## src/rtl/layer_act_buffer.sv

```systemverilog
// layer_act_buffer: gathers a serial float activation stream into NUM_IN parallel slots feeding a node bank.
// Latency: node_out sampled SETTLE edges after the last accepted word; out_valid visible SETTLE+1 cycles after it.
// Backpressure: in_ready low outside FILL; result held in HOLD until out_ready, refill starts the cycle after.
module layer_act_buffer #(
  parameter int NUM_IN    = 30,
  parameter int NUM_NODES = 1,
  parameter int SETTLE    = 4
) (
  input  logic                    clk,
  input  logic                    rst,
  input  logic                    in_valid,
  output logic                    in_ready,
  input  logic [31:0]             in_data,
  input  logic                    in_last,
  output logic [NUM_IN*32-1:0]    act_bus,
  input  logic [NUM_NODES*32-1:0] node_out,
  output logic                    out_valid,
  input  logic                    out_ready,
  output logic [NUM_NODES*32-1:0] out_data,
  output logic                    busy,
  output logic                    err_len
);

  localparam int IW = (NUM_IN > 1) ? $clog2(NUM_IN) : 1;
  localparam int CW = (SETTLE > 1) ? $clog2(SETTLE) : 1;
  localparam logic [IW-1:0] LAST_IDX = IW'(NUM_IN - 1);
  localparam logic [CW-1:0] CNT_INIT = CW'(SETTLE - 1);

  typedef enum logic [1:0] {ST_FILL, ST_SETTLE, ST_HOLD} state_t;

  state_t        state;
  state_t        state_nxt;
  logic [IW-1:0] wr_idx;
  logic [CW-1:0] cnt;
  logic [31:0]   slot [NUM_IN];
  logic          xfer;
  logic          vec_end;
  logic          short_vec;
  logic          long_vec;
  logic          sample_node;

  assign in_ready    = (state == ST_FILL) & ~rst;
  assign busy        = (state != ST_FILL);
  assign xfer        = in_valid & in_ready;
  // a vector closes on in_last or when the last slot is written, whichever comes first
  assign vec_end     = xfer & (in_last | (wr_idx == LAST_IDX));
  assign short_vec   = in_last & (wr_idx != LAST_IDX);
  assign long_vec    = ~in_last & (wr_idx == LAST_IDX);
  assign sample_node = (state == ST_SETTLE) & (cnt == '0);

  for (genvar g = 0; g < NUM_IN; g++) begin : g_bus
    assign act_bus[32*g +: 32] = slot[g];
  end

  // State register.
  always_ff @(posedge clk) begin
    if (rst) state <= ST_FILL;
    else     state <= state_nxt;
  end

  // Next-state: FILL -> SETTLE on vector end, SETTLE -> HOLD when counter expires, HOLD -> FILL on handshake.
  always_comb begin
    state_nxt = state;
    case (state)
      ST_FILL:   if (vec_end)     state_nxt = ST_SETTLE;
      ST_SETTLE: if (cnt == '0)   state_nxt = ST_HOLD;
      ST_HOLD:   if (out_ready)   state_nxt = ST_FILL;
      default:                    state_nxt = ST_FILL;
    endcase
  end

  // Write pointer, settle down-counter and sticky length-error flag.
  always_ff @(posedge clk) begin
    if (rst) begin
      wr_idx  <= '0;
      cnt     <= '0;
      err_len <= 1'b0;
    end else if (vec_end) begin
      wr_idx <= '0;
      cnt    <= CNT_INIT;
      if (short_vec | long_vec) err_len <= 1'b1;
    end else if (xfer) begin
      wr_idx <= wr_idx + 1'b1;
    end else if ((state == ST_SETTLE) && (cnt != '0)) begin
      cnt <= cnt - 1'b1;
    end
  end

  // Activation slots: write the addressed slot; an early in_last zero-fills every slot above it.
  always_ff @(posedge clk) begin
    for (int k = 0; k < NUM_IN; k++) begin
      if (rst) begin
        slot[k] <= '0;
      end else if (xfer) begin
        if (wr_idx == IW'(k))                 slot[k] <= in_data;
        else if (in_last && (wr_idx < IW'(k))) slot[k] <= '0;
      end
    end
  end

  // Result register: capture node_out on the last settle cycle, release on the downstream handshake.
  always_ff @(posedge clk) begin
    if (rst) begin
      out_valid <= 1'b0;
      out_data  <= '0;
    end else if (sample_node) begin
      out_valid <= 1'b1;
      out_data  <= node_out;
    end else if ((state == ST_HOLD) && out_ready) begin
      out_valid <= 1'b0;
    end
  end

endmodule
```

## config.mk

```make
export PLATFORM = sky130hd
export DESIGN_NAME = layer_act_buffer
export DESIGN_NICKNAME = d
export VERILOG_FILES = /design/src/rtl/layer_act_buffer.sv
export SDC_FILE = /design/constraint.sdc
export NUM_CORES = 1
export LEC_CHECK = 0
export CORE_AREA = 2 2 412 414
export DETAILED_ROUTE_END_ITERATION = 12
export DIE_AREA = 0 0 414 416
export PLACE_DENSITY = 0.42
export SYNTH_ARGS = -nofsm -noshare
export SYNTH_HDL_FRONTEND = slang
export SYNTH_SLANG_ARGS = --single-unit
export TNS_END_PERCENT = 30
```

## constraint.sdc

```tcl
create_clock -name clk -period 10.25 [get_ports clk]
set_input_delay 2.05 -clock clk [delete_from_list [all_inputs] [get_ports clk]]
set_output_delay 2.05 -clock clk [all_outputs]
set_load 0.01 [all_outputs]
```

Word level (Yosys, flattened, before mapping)
Memories as Yosys holds them, arrays and structs flattened.
Index checks and enable logic that the tools add are counted.
{ "op_classes": {"addsub": 2, "n_lt_le_gt_ge": 30, "n_eq_ne": 36, "mux": 341, "bitwise_logic": 70, "reduce_logical": 43} }
{ "op_table": {"columns": ["op", "count"], "rows": [
  ["two-way mux 32 bit", 60],
  ["two-way mux 1 bit", 274],
  ["== test 5 bit, second input constant", 14],
  ["< comparator 5 bit, second input constant", 14],
  ["bitwise OR 1 bit", 62],
  ["== test 5 x 4 -> 1 bit, second input constant", 8],
  ["< comparator 5 x 4 -> 1 bit, second input constant", 8],
  ["logical AND 1 bit", 32],
  ["== test 5 x 3 -> 1 bit, second input constant", 4],
  ["< comparator 5 x 3 -> 1 bit, second input constant", 4],
  ["two-way mux 2 bit", 6],
  ["== test 5 x 2 -> 1 bit, second input constant", 2],
  ["< comparator 5 x 1 -> 1 bit, second input constant", 2],
  ["< comparator 5 x 2 -> 1 bit, second input constant", 2],
  ["nonzero test 2 bit", 4],
  ["AND 1 bit", 6],
  ["case mux 2 bit (3 select lines)", 1],
  ["adder 5 x 1 -> 5 bit, second input constant", 1],
  ["== test 5 x 1 -> 1 bit, second input constant", 1],
  ["logical NOT 5 bit", 1],
  ["!= test 5 bit, second input constant", 1],
  ["logical NOT 2 bit", 2],
  ["!= test 2 x 1 -> 1 bit, second input constant", 2],
  ["!= test 2 bit, second input constant", 2],
  ["7 further kinds", 9]
]} }
{ "totals": {"reg_bits": 43, "mem_bits_rw": 960, "word_cells": 529, "mem_count": 1} }
{ "memory_table": {"columns": ["name", "words", "width", "read_ports", "rd_clocked_by_memory_dff", "wr", "line", "text"], "rows": [
  ["slot", 30, 32, 30, 0, 30, "35", "logic [31:0] slot [NUM_IN];"]
]} }

Longest topological paths before layout
{ "depth": {"ltp_word": 8, "depth_mapped": 11} }

Worst setup path before layout
Ideal clock, no wire load.
{ "synth_path": {"path_type": "input to register", "start": "in rst", "end": "mem slot[1][0], in the netlist slot[0][32], enable pin", "arrival_ns": 6.957, "setup_slack_ns": 2.760, "stages": 6, "cell_sequence": "clkbuf_1 > or4b_1 > buf_4 > buf_6 > buf_2 > o311ai_0"} }
{ "synth_lines": {"columns": ["item", "line", "text"], "rows": [
  ["start, declared", "10", "input logic rst,"],
  ["end, declared", "35", null]
]} }

Worst setup path after layout
{ "layout_path": {"start": "in rst", "end": "out in_ready"} }
{ "layout_via": {"elab_chain_cells": 2} }
{ "layout_lines": {"columns": ["item", "line", "text"], "rows": [
  ["NOT 1 bit", "42", "assign in_ready = (state == ST_FILL) & ~rst;"],
  ["AND 1 bit", "42", null],
  ["end, declared", "12", "output logic in_ready,"]
]} }
No other way between the ends.

==> flow_summary.yaml <==
status:
  status: "complete, no violations"
worst_setup_path:
  critical_path.startpoint_type: "input pin"
  crit_fanout: 35
  critPathSlowestCell: "buf_2"
  rrSetupSlack_ps: 6700
  r2r_cells: 6
  crit_start: "rst"
  cp.arrival_ps: 3210
  worst_ep_required_time_ps: 8200
  crit_path_max_incr_delay_ps: 550
  worstReg2RegStart: "state[1]"
  endpoint_kind: "output pin"
  rr_endpoint: "slot[0][127]"
  crit_type: "input pin to output pin"
  crit_chain: "buf_2, nor2_1, clkdlybuf4s50_1"
place:
  hpwl_um: 123000
  place_congestion: 0.848
  io_buffers: 1064
  place_area_mm2: 0.0504
floorplanning:
  die_x_um: 414
  die_h_um: 416
  die-area_mm2: 0.172
  core_area_mm2: 0.168
  initial_core_util_pct: 22.1
  io_pins: 1065
  rows: 151
timing:
  max_freq_mhz: 190
  holdWs_ps: 453
  tightest_slew_ps: 1120
  rsz0062_at_grt: "false"
  hold_viol: 0
  setup_violations: 0
  fin_setup_tns_ps: 0
  min_period_ps: 5260
  slew_headroom_pct: 25.2
  clock_skew_ps: 23.2
  fin_crit_sh_pct: 51.3
  slew_violations: 0
clock_network:
  clock_sinks: 1003
  clkLatencyLatePin_ps: 750
  post_cts_resized: 0
  htreeDepth: 3
  ctsHoldBuffers: 0
  clkTransAtPathRegs_ps: 60
  cts_buffers: 117
  cts_tree: "done"
  cts_root_buffer: "clkbuf_16"
  cts_buffer_depth: 3
  cts_setup_buffers: 0
drt:
  detail-route-antenna-nets: 0
  routed_wl_um: 180000
  drt_iter0_markers: 2205
  routed-via-count: 25200
  wl_per_cell_um: 30.2
  firstDrtPassIters: 5
  route.detailed.drc: 0
  vias_per_cell: 4.23
global_route:
  grt_pass1_wl_um: 235000
  grt_util_all_layers_pct: 20.2
  antenna_found_initial: 30
  gr-total-overflow: 0
  grt_max_degree: 77
  first_global_vias: 24800
pwr:
  powerDensity_mw_per_mm2: 179
  vdd_drop_max_uv: 128
  leakage_nw: 18.5
  total_power_mw: 9.70
synthesis:
  yosys.area.top_type: "edfxtp_1"
  syn-num-nets: 2659
  syn_area_mm2: 0.0372
  syn_avg_cell_area_um2: 14.4
  netlist_top_cells_count: "edfxtp_1, nor2_1, and2_1"
  synth_top_area_share_pct: 77.5
  synth.most_common_cell: "edfxtp_1"
  async_flop_share_pct: 0
  synthFlopType: "edfxtp_1"
  netlist_instances: 2583
  synth_edf_count: 960
  synth_seq_area_share_pct: 79.9
  synth_seq_cells: 1003
  ys_types: 51
  synthTopCellsByArea: "edfxtp_1, nor2_1, and2_1, nand2_1, dfxtp_1"
  yosys_warnings: 0
finish:
  layout.nets: 3714
  area_growth_pct: 45.5
  final_layout_size_suffix_gt1_share_pct: 8.01
  fill_cells: 16800
  finalInstanceArea_mm2: 0.0541
worst_hold_path:
  worstHoldStart: "out_data[13]"
  min_to: "out_data[13]"
  hold_depth: 2
  hold_path_class: "flop to flop"
job:
  maxCapViolCount: 0
==> registers in the layout, indices dropped and copies added, names as in the netlist <==
name	cells
state	2
wr_idx	5
cnt	2
slot	960
out_data	32
err_len	1
out_valid	1
==> cell families after synthesis <==
logic type | Yosys count | synth area share [%]
XOR/XNOR | 1 | 0.0236
flip-flops | 1003 | 79.9
buffers and inverters | 197 | 2.26
AO/OA/AOI/OAI | 95 | 1.64
adder cells (fa/ha/maj) | 7 | 0.236
AND/OR/NAND/NOR | 1280 | 16.0
==> critical path: cells and delay by family <==
kind | cells | cell delay [ps]
buffers and inverters | 2 | 1060
and+or+nand+nor | 1 | 100
==> routing by layer <==
layer	vias to the layer above	track usage [%]	routed length (µm)
met5	-	0	0
met4	0	8.31	7510
met3	237	6.08	15800
met2	1106	35.0	89800
met1	12800	23.2	67000
li1	11100	-	-
==> metrics by stage <==
stage	std cells	util, %	setup slack [ps]
CTS	5952	32.1	4980
detailed placement	5737	30.0	4360
floorplan	2583	-	2760
global placement	5737	30.0	4340
global route	5954	32.1	4910
finish	5961	32.2	4990
==> final cells by class <==
class,instances,area [µm²],share of cell area (%)
Sequential cell,1003,29700,54.9
Timing Repair Buffer,1125,11000,20.3
Multi-Input combinational cell,1383,7000,12.9
Clock buffer,158,3120,5.78
Tap cell,2218,2780,5.13
Clock inverter,57,480,0.889
Inverter,8,30.0,0.0555
Antenna cell,9,22.5,0.0416
==> worst max path at each step <==
stage                        end  slack, ps
finish                  in_ready       4990
global placement    slot[0][101]       4340
detailed placement  slot[0][101]       4360
CTS                     in_ready       4980
floorplan            slot[0][32]       2760
global route            in_ready       4910
==> report_power, final <==
group | internal (mW) | total, mW | switching, mW
clock | 2.26 | 4.02 | 1.76
combinational | 0.357 | 0.915 | 0.558
sequential | 4.68 | 4.76 | 0.0754
total | 7.30 | 9.70 | 2.40
==> cell usage in the layout (no fill, tap or decap), types with 39 or more instances in the layout <==
master	n
a21oi_1	46
clkbuf_16	119
nand2_1	236
and2_1	320
edfxtp_1	960
clkdlybuf4s50_1	1034
nor2_1	625
dfxtp_1	43
clkbuf_1	39
buf_4	61
Power figures use the tool's default switching activity.
